## src/rtl/cic_pkg.sv

```systemverilog
// cic_pkg: shared types and helpers for the multi-channel CIC decimator.
//   acc_w_f    - accumulator width N*R_LOG2+2 (holds the full R^N gain plus sign)
//   shift_f    - right shift that brings the comb result down to OUT_W
//   pdm_map    - PDM bit to +1/-1
//   sat_narrow - clamp a wide signed value into an out_w-bit signed range
//   sat_hit    - flags when sat_narrow would clip
//   seq_state_t - comb sequencer states
package cic_pkg;

  typedef enum logic {
    IDLE = 1'b0,
    RUN  = 1'b1
  } seq_state_t;

  function automatic int acc_w_f(input int n, input int r_log2);
    return n * r_log2 + 2;
  endfunction

  function automatic int shift_f(input int n, input int r_log2, input int out_w);
    return n * r_log2 + 1 - out_w;
  endfunction

  // Bit 1 -> +1, bit 0 -> -1; callers truncate to their accumulator width.
  function automatic logic signed [63:0] pdm_map(input logic b);
    return b ? 64'sd1 : -64'sd1;
  endfunction

  function automatic logic signed [63:0] sat_narrow(input logic signed [63:0] x,
                                                    input int out_w);
    logic signed [63:0] hi;
    logic signed [63:0] lo;
    hi = (64'sd1 <<< (out_w - 1)) - 64'sd1;
    lo = -(64'sd1 <<< (out_w - 1));
    if (x > hi) return hi;
    if (x < lo) return lo;
    return x;
  endfunction

  function automatic logic sat_hit(input logic signed [63:0] x, input int out_w);
    logic signed [63:0] hi;
    logic signed [63:0] lo;
    hi = (64'sd1 <<< (out_w - 1)) - 64'sd1;
    lo = -(64'sd1 <<< (out_w - 1));
    return (x > hi) || (x < lo);
  endfunction

endpackage

```

## src/rtl/cic_int_bank.sv

```systemverilog
// cic_int_bank: CH x N array of wrapping integrators running at the PDM rate.
//   clk, rst  - system clock, synchronous active-high reset
//   pdm_en    - sample strobe; integrators only move when high
//   pdm_in    - one PDM bit per channel
//   int_last  - registered last-stage integrator value of each channel
module cic_int_bank
  import cic_pkg::*;
#(
  parameter int CH    = 4,
  parameter int N     = 3,
  parameter int ACC_W = 20
) (
  input  logic                      clk,
  input  logic                      rst,
  input  logic                      pdm_en,
  input  logic [CH-1:0]             pdm_in,
  output logic [CH-1:0][ACC_W-1:0]  int_last
);

  logic [ACC_W-1:0] integ [CH][N];

  // NOTE: the integrator array is a register bank, not a RAM, so it is cleared
  // explicitly on reset; a stale sum would corrupt every later output.
  always_ff @(posedge clk) begin
    if (rst) begin
      for (int c = 0; c < CH; c++)
        for (int j = 0; j < N; j++)
          integ[c][j] <= '0;
    end else if (pdm_en) begin
      // NOTE: non-blocking assignments make stage j add stage j-1's value from
      // before this edge, which is exactly the registered cascade we want.
      for (int c = 0; c < CH; c++) begin
        integ[c][0] <= integ[c][0] + ACC_W'(pdm_map(pdm_in[c]));
        for (int j = 1; j < N; j++)
          integ[c][j] <= integ[c][j] + integ[c][j-1];
      end
    end
  end

  for (genvar c = 0; c < CH; c++) begin : g_last
    assign int_last[c] = integ[c][N-1];
  end

endmodule

```

## src/rtl/cic_decim_mc.sv

```systemverilog
// cic_decim_mc: multi-channel N-stage CIC decimator (R = 2^R_LOG2) with a
// single time-multiplexed comb datapath.
//   clk, rst    - system clock, synchronous active-high reset
//   pdm_en      - sample strobe qualifying pdm_in
//   pdm_in      - one PDM bit per channel
//   gain_shift  - (only with CIC_GAIN_EN) left shift applied before scaling,
//                 sampled at capture and held for the burst
//   out_valid   - one-cycle qualifier per output sample
//   out_chan    - channel index of out_data
//   out_data    - signed PCM sample
//   out_sat     - sample was clipped
// Optional feature macro: CIC_GAIN_EN.
module cic_decim_mc
  import cic_pkg::*;
#(
  parameter int  CH     = 4,
  parameter int  N      = 3,
  parameter int  R_LOG2 = 6,
  parameter int  OUT_W  = 16,
  localparam int CHAN_W = (CH > 1) ? $clog2(CH) : 1
) (
  input  logic                     clk,
  input  logic                     rst,
  input  logic                     pdm_en,
  input  logic [CH-1:0]            pdm_in,
`ifdef CIC_GAIN_EN
  input  logic [2:0]               gain_shift,
`endif
  output logic                     out_valid,
  output logic [CHAN_W-1:0]        out_chan,
  output logic signed [OUT_W-1:0]  out_data,
  output logic                     out_sat
);

  localparam int ACC_W = acc_w_f(N, R_LOG2);
  localparam int SHIFT = shift_f(N, R_LOG2, OUT_W);
  localparam int WIDE  = ACC_W + 7;

  logic [CH-1:0][ACC_W-1:0] int_last;
  logic [R_LOG2-1:0]        dec_cnt;
  logic                     cap_pend;   // edge E just accepted the R-th sample
  logic [ACC_W-1:0]         cap_bank [CH];
  logic [ACC_W-1:0]         comb_dly [CH][N];
  seq_state_t               state_q, state_d;
  logic [CHAN_W-1:0]        k_q, k_d;
  logic [2:0]               gain_q;

  logic [ACC_W-1:0]         c_tap [N+1];
  logic signed [WIDE-1:0]   wide_val;
  logic signed [WIDE-1:0]   scaled;
  logic signed [63:0]       scaled64;
  logic [OUT_W-1:0]         data_d;
  logic                     sat_d;

  cic_int_bank #(
    .CH    (CH),
    .N     (N),
    .ACC_W (ACC_W)
  ) u_int_bank (
    .clk      (clk),
    .rst      (rst),
    .pdm_en   (pdm_en),
    .pdm_in   (pdm_in),
    .int_last (int_last)
  );

`ifdef CIC_GAIN_EN
  always_ff @(posedge clk) begin
    if (rst)           gain_q <= '0;
    else if (cap_pend) gain_q <= gain_shift;
  end
`else
  assign gain_q = 3'd0;
`endif

  // Comb chain for the channel currently selected by the sequencer (M = 1).
  always_comb begin
    c_tap[0] = cap_bank[k_q];
    for (int j = 0; j < N; j++)
      c_tap[j+1] = c_tap[j] - comb_dly[k_q][j];
  end

  // Gain, scale and clamp. The widened value keeps every bit the left shift
  // produces so the clamp sees the true magnitude.
  always_comb begin
    wide_val = WIDE'(signed'(c_tap[N])) <<< gain_q;
    scaled   = wide_val >>> SHIFT;
    scaled64 = 64'(scaled);
    data_d   = OUT_W'(sat_narrow(scaled64, OUT_W));
    sat_d    = sat_hit(scaled64, OUT_W);
  end

  // NOTE: next-state signals take their hold value first, so no path through
  // the case leaves them unassigned and no latch is inferred.
  always_comb begin
    state_d = state_q;
    k_d     = k_q;
    unique case (state_q)
      IDLE: begin
        if (cap_pend) begin
          state_d = RUN;
          k_d     = '0;
        end
      end
      RUN: begin
        if (k_q == CHAN_W'(CH - 1)) begin
          state_d = IDLE;
          k_d     = '0;
        end else begin
          k_d = k_q + 1'b1;
        end
      end
      default: state_d = IDLE;
    endcase
  end

  always_ff @(posedge clk) begin
    if (rst) begin
      state_q <= IDLE;
      k_q     <= '0;
    end else begin
      state_q <= state_d;
      k_q     <= k_d;
    end
  end

  always_ff @(posedge clk) begin
    if (rst) begin
      dec_cnt   <= '0;
      cap_pend  <= 1'b0;
      out_valid <= 1'b0;
      out_chan  <= '0;
      out_data  <= '0;
      out_sat   <= 1'b0;
      for (int c = 0; c < CH; c++) begin
        cap_bank[c] <= '0;
        for (int j = 0; j < N; j++)
          comb_dly[c][j] <= '0;
      end
    end else begin
      if (pdm_en) dec_cnt <= dec_cnt + 1'b1;
      cap_pend <= pdm_en && (dec_cnt == '1);

      // The capture bank decouples the still-running integrators from the
      // comb burst that follows.
      if (cap_pend) begin
        for (int c = 0; c < CH; c++)
          cap_bank[c] <= int_last[c];
      end

      out_valid <= 1'b0;
      if (state_q == RUN) begin
        for (int j = 0; j < N; j++)
          comb_dly[k_q][j] <= c_tap[j];
        out_valid <= 1'b1;
        out_chan  <= k_q;
        out_data  <= data_d;
        out_sat   <= sat_d;
      end
    end
  end

endmodule

```

## config.mk

```make
export PLATFORM = sky130hd
export DESIGN_NAME = cic_decim_mc
export DESIGN_NICKNAME = d
export VERILOG_FILES = /design/src/rtl/cic_pkg.sv /design/src/rtl/cic_int_bank.sv /design/src/rtl/cic_decim_mc.sv
export SDC_FILE = /design/constraint.sdc
export NUM_CORES = 1
export LEC_CHECK = 0
export ABC_CLOCK_PERIOD_IN_PS = 14940
export BUFFER_PORTS_ARGS = -buffer_cell sky130_fd_sc_hd__buf_2
export CORE_MARGIN = 10
export CORE_UTILIZATION = 50
export DETAILED_ROUTE_END_ITERATION = 10
export PLACE_DENSITY_LB_ADDON = 0.25
export SYNTH_ARGS = -nofsm -noshare
export SYNTH_HDL_FRONTEND = slang
export SYNTH_HIERARCHICAL = 1
export SYNTH_SLANG_ARGS = --single-unit
```

## constraint.sdc

```tcl
create_clock -name clk -period 14.94 [get_ports clk]
set_input_delay 1.494 -clock clk [delete_from_list [all_inputs] [get_ports clk]]
set_output_delay 1.494 -clock clk [all_outputs]
set_load 0.03 [all_outputs]
```

* Yosys cells after proc, flatten, opt, wreduce, memory -nomap -nowiden *
Memory sizes are Yosys's and may differ from the RTL's. A register that Yosys moved wholly into a read port is not among the register bits.
Cells that the tools add are included.

operators by class
  $lt $le $gt $ge = 2
  $mul = 0
  shift operators = 0
  eq/ne operators = 3
  add/sub/neg operators = 17
  reductions and logical operators = 3
  multiplexer cells = 50
  divide/modulo/power cells = 0
  bitwise operators = 17

operator list
  operator                                                                         count
  20-bit 2-to-1 mux                                                                20
  20-bit adder                                                                     12
  16-bit 2-to-1 mux                                                                4
  60-bit 2-to-1 mux                                                                1
  60-bit OR reduction                                                              1
  20-bit subtractor                                                                3
  17-bit by 16-bit > comparator with 1-bit output (second input constant)          1
  17-bit by 16-bit less-than comparator with 1-bit output (second input constant)  1
  1-bit 2-to-1 mux                                                                 16
  1-bit bitwise OR                                                                 16
  2-bit 2-to-1 mux                                                                 7
  6-bit by 1-bit adder with 6-bit output (second input constant)                   1
  6-bit == test (second input constant)                                            1
  2-bit case mux with 2 select lines                                               1
  2-bit by 1-bit adder with 2-bit output (second input constant)                   1
  2-bit == test (second input constant)                                            1
  2-bit != test (second input constant)                                            1
  1-bit case mux with 2 select lines                                               1
  1-bit logical AND                                                                1
  1-bit logical OR                                                                 1
  1-bit inverter                                                                   1

word-level totals
  flip-flop bits (word level) = 30
  bits in latches = 0
  RAM bits = 560
  memories kept = 3
  word-level logic and storage cells = 103
  ROM bits = 0

memories
  memory            depth  bits a word  read ports  clocked after memory_dff  wr ports  RTL line            RTL
  comb_dly          4      60           1           1                         4         cic_decim_mc.sv:43  logic [ACC_W-1:0] comb_dly [CH][N];
  u_int_bank.integ  4      60           4           0                         4         cic_int_bank.sv:20  logic [ACC_W-1:0] integ [CH][N];
  cap_bank          4      20           1           1                         4         cic_decim_mc.sv:42  logic [ACC_W-1:0] cap_bank [CH];

* Longest topological paths before layout *
  depth in word-level cells = 8
  mapped depth = 36
  depth with buffers taken out = 31

* Cells and area by module *
Netlist, hierarchy kept.

modules (own cells, without submodules)
  module        instances  cells an instance  seq. area each (um2)  area each (um2)
  cic_int_bank  1          2,065              7,206.9               19,682.6
  cic_decim_mc  1          1,438              10,249.8              18,032.3

* Least setup slack after synthesis *
No wires, ideal clock.

  kind = register to register
  start point = register with a tool-made name
  end point = register out_data[7]
  data arrival time = 8.339 ns
  stages on the path, launching flop included = 35
  setup slack = 6.515 ns
  path through = dfxtp_1 > buf_4 > buf_1 > clkbuf_1 > buf_1 > mux4_2 > ha_1 > inv_1 > fa_1 > a211oi_2 > o21bai_1 > a21oi_1 > xor2_1 > inv_1 > ha_1 > a21o_1 > or3_1 > o21a_1 > or2_1 > maj3_1 > xnor2_1 > inv_1 > ha_1 > nor2b_1 > a311oi_2 > or2_1 > o41ai_2 > o32ai_4 > o2bb2ai_2 > a211o_1 > a211o_1 > o211ai_2 > buf_2 > o21ai_1 > a211oi_1

RTL lines
  item                  RTL line             RTL
  end signal, assigned  cic_decim_mc.sv:157  out_data <= data_d;
  end, declared         cic_decim_mc.sv:31   output logic signed [OUT_W-1:0] out_data,

==> results.sh <==
export IMPL_cts_root_buf="clkbuf_16"
export IMPL_finalMaxSlewViolations=0
export IMPL_rsz0062_at_grt="false"
export IMPL_synth_distinct_cells=101
export IMPL_hold_violations=0
export IMPL_via_count=25700
export IMPL_clkTransAtPathRegs_ps=60
export IMPL_finalCriticalPeriod_ps=9100
export IMPL_first_iter_violations=1843
export IMPL_async_flop_share_pct=0
export IMPL_dieHeight_um=295
export IMPL_fill_cells=6430
export IMPL_ys_flop_type="edfxtp_1"
export IMPL_leakagePower_nw=16.4
export IMPL_crit_arrival_ps=9610
export IMPL_vias_per_cell=5.81
export IMPL_synth_seq_cells=592
export IMPL_final_setup_viol_count=0
export IMPL_core_area_mm2=0.0746
export IMPL_cts_setup_buffers=0
export IMPL_worst_path_buf_inv=4
export IMPL_synth_warnings=6
export IMPL_tightest_slew_ps=1220
export IMPL_grt_ovfl_total=0
export IMPL_cts_tree="yes"
export IMPL_drive_gt1_share_pct=8.71
export IMPL_dp_hpwl_um=56100
export IMPL_syn2layout_area_growth_pct=7.31
export IMPL_diodes=0
export IMPL_dieWidth_um=295
export IMPL_grt_max_degree=131
export IMPL_grt_pass1_vias=25100
export IMPL_endpoint_kind="flip-flop"
export IMPL_htreeDepth=3
export IMPL_antenna_found_initial=0
export IMPL_placementRows=100
export IMPL_routed_wl_um=82900
export IMPL_cts_repair_resized=0
export IMPL_fin_util_pct=54.3
export IMPL_netlist_area_mm2=0.0377
export IMPL_dieArea_mm2=0.0868
export IMPL_grt_pass1_wl_um=134000
export IMPL_startpoint_type="flip-flop"
export IMPL_critPathRequiredTime_ps=15450
export IMPL_globalplace_congestion=0.878
export IMPL_synth_area_leaders="edfxtp_1 45%, ha_1 9.3%, nor2_1 5.0%, mux4_2 4.7%, xnor2_1 2.8%"
export IMPL_start_util_pct=50.6
export IMPL_outcome="finished clean"
export IMPL_relSlewSlack_pct=18.6
export IMPL_powerDensity_mw_per_mm2=128
export IMPL_fin_skew_ps=27.3
export IMPL_cp_slowest_stage_delay_ps=950
export IMPL_worst_path_dominant_cell_family="compound AO/OA/AOI/OAI gates"
export IMPL_post_place_ws_ps=5860
export IMPL_worstPathMaxFanout=42
export IMPL_final_cell_mix="560 x edfxtp_1, 506 x nor2_1, 280 x ha_1"
export IMPL_synth_top_area_share_pct=44.6
export IMPL_ant_nets=0
export IMPL_drv_cap=0
export IMPL_fmax_mhz=110
export IMPL_final_common_cell="edfxtp_1"
export IMPL_portBuffers=26
export IMPL_ys_seq_area_share_pct=46.3
export IMPL_drcViolationCount=0
export IMPL_io_pins=27
export IMPL_worst_setup_path_type="flip-flop to flip-flop"
export IMPL_whs_ps=448
export IMPL_cts_sinks=592
export IMPL_drtPass1Iterations=6
export IMPL_synth_top_cell_by_area="edfxtp_1"
export IMPL_fin_tns_setup_ps=0
export IMPL_critPathSlowestCell="xor2_2"
export IMPL_clkLatencyLatePin_ps=610
export IMPL_track_usage_pct=19.0
export IMPL_avgRoutedWirePerCell_um=18.7
export IMPL_nets=3703
export IMPL_peakVddDrop_v=0.0000784
export IMPL_cts_made_buffers=71
export IMPL_period_share_pct=60.9
export IMPL_syn_inst=3503
export IMPL_hold_buffers=0
export IMPL_clockBufferDepth=3
export IMPL_cpMostUsedCell="inv_1"
export IMPL_fin_ws_ps=5840
export IMPL_syn_nets=3804
export IMPL_synth_edf_count=560
export IMPL_hp_class="flip-flop to flip-flop"
export IMPL_avgSynthCellArea_um2=10.8
final timing paths:
kind                                start                         to  slack [ps]  cells past startpoint
setup / recovery                flip-flop  out_data[14]$_SDFFE_PP0P_        5840                     29
hold / removal    dec_cnt[5]$_SDFFE_PP0P_        cap_pend$_SDFF_PP0_         450                      2
setup reg to reg                flip-flop  out_data[14]$_SDFFE_PP0P_        5840                     29
hold reg to reg   dec_cnt[5]$_SDFFE_PP0P_        cap_pend$_SDFF_PP0_         450                      2
layer usage:
| metal | track usage [%] | wire length, um | vias to the layer above |
|---|---|---|---|
| met2 | 31.9 | 39700 | 567 |
| met3 | 2.33 | 3770 | 103 |
| li1 | - | - | 12700 |
| met1 | 25.8 | 37900 | 12400 |
| met5 | 0 | 0 | - |
| met4 | 4.83 | 1570 | 0 |
sequential cells by signal, summed over array words and instances (netlist names), named ones only:
name	flops
cap_bank	80
cap_pend	1
comb_dly	240
dec_cnt	6
k_q	2
out_chan	2
out_data	16
out_sat	1
out_valid	1
state_q	1
u_int_bank/integ	240
cell type report:
type	count	area (um^2)	area share, %
clock buffer	93	1930	4.77
clock inverter	35	405	1.00
inverter	145	544	1.34
multi-input combinational	2547	18600	46.0
sequential	592	17500	43.2
tap	969	1210	3.00
timing repair buffer	45	285	0.705
cell families (layout without fill, tap and decap cells):
logic type,Yosys count,in the layout,synth area share [%]
muxes,99,99,5.23
and+or+nand+nor,1122,1122,14.1
adders and majority gates,298,298,10.1
buffers and inverters,364,318,4.50
xor gates and xnor gates,244,244,5.80
AOI/OAI and AO/OA,784,784,13.9
DFF,592,592,46.3
through the flow:
| stage | total power, mW | cell area [um^2] | std cells |
|---|---|---|---|
| final | 5.16 | 40500 | 4426 |
| after detailed placement | 3.43 | 38100 | 4298 |
| after global placement | 3.42 | 38100 | 4298 |
| after floorplan | 3.18 | 37700 | 3503 |
| after global routing | 5.44 | 40500 | 4426 |
| after CTS | 5.19 | 40500 | 4426 |
worst register-to-register path: cells and delay by family (launching register included):
family	cells	cell delay, ps
compound gates	12	2770
fa+ha+maj	5	1760
xor+xnor	3	1680
simple gates	4	920
flops	1	870
mux	1	610
buf+inv	4	390
power breakdown:
part	internal [mW]	leakage (nW)	switching, mW
clock	1.05	1.15	0.693
combinational	0.545	9.06	0.838
sequential	1.95	6.14	0.0832
Yosys cell counts, types with 37 or more instances:
library cell / count
nand2b_1: 40
a211oi_1: 53
and3_1: 89
xnor2_1: 120
ha_1: 280
xor2_1: 120
o21ai_0: 152
a21oi_1: 205
edfxtp_1: 560
nor2_1: 507
nor3_1: 67
and2_1: 114
clkbuf_1: 112
a21o_1: 91
nand2_1: 147
inv_1: 144
a31oi_1: 37
nand3_1: 46
buf_4: 85
mux4_2: 78
Power figures use the tool's default switching activity.
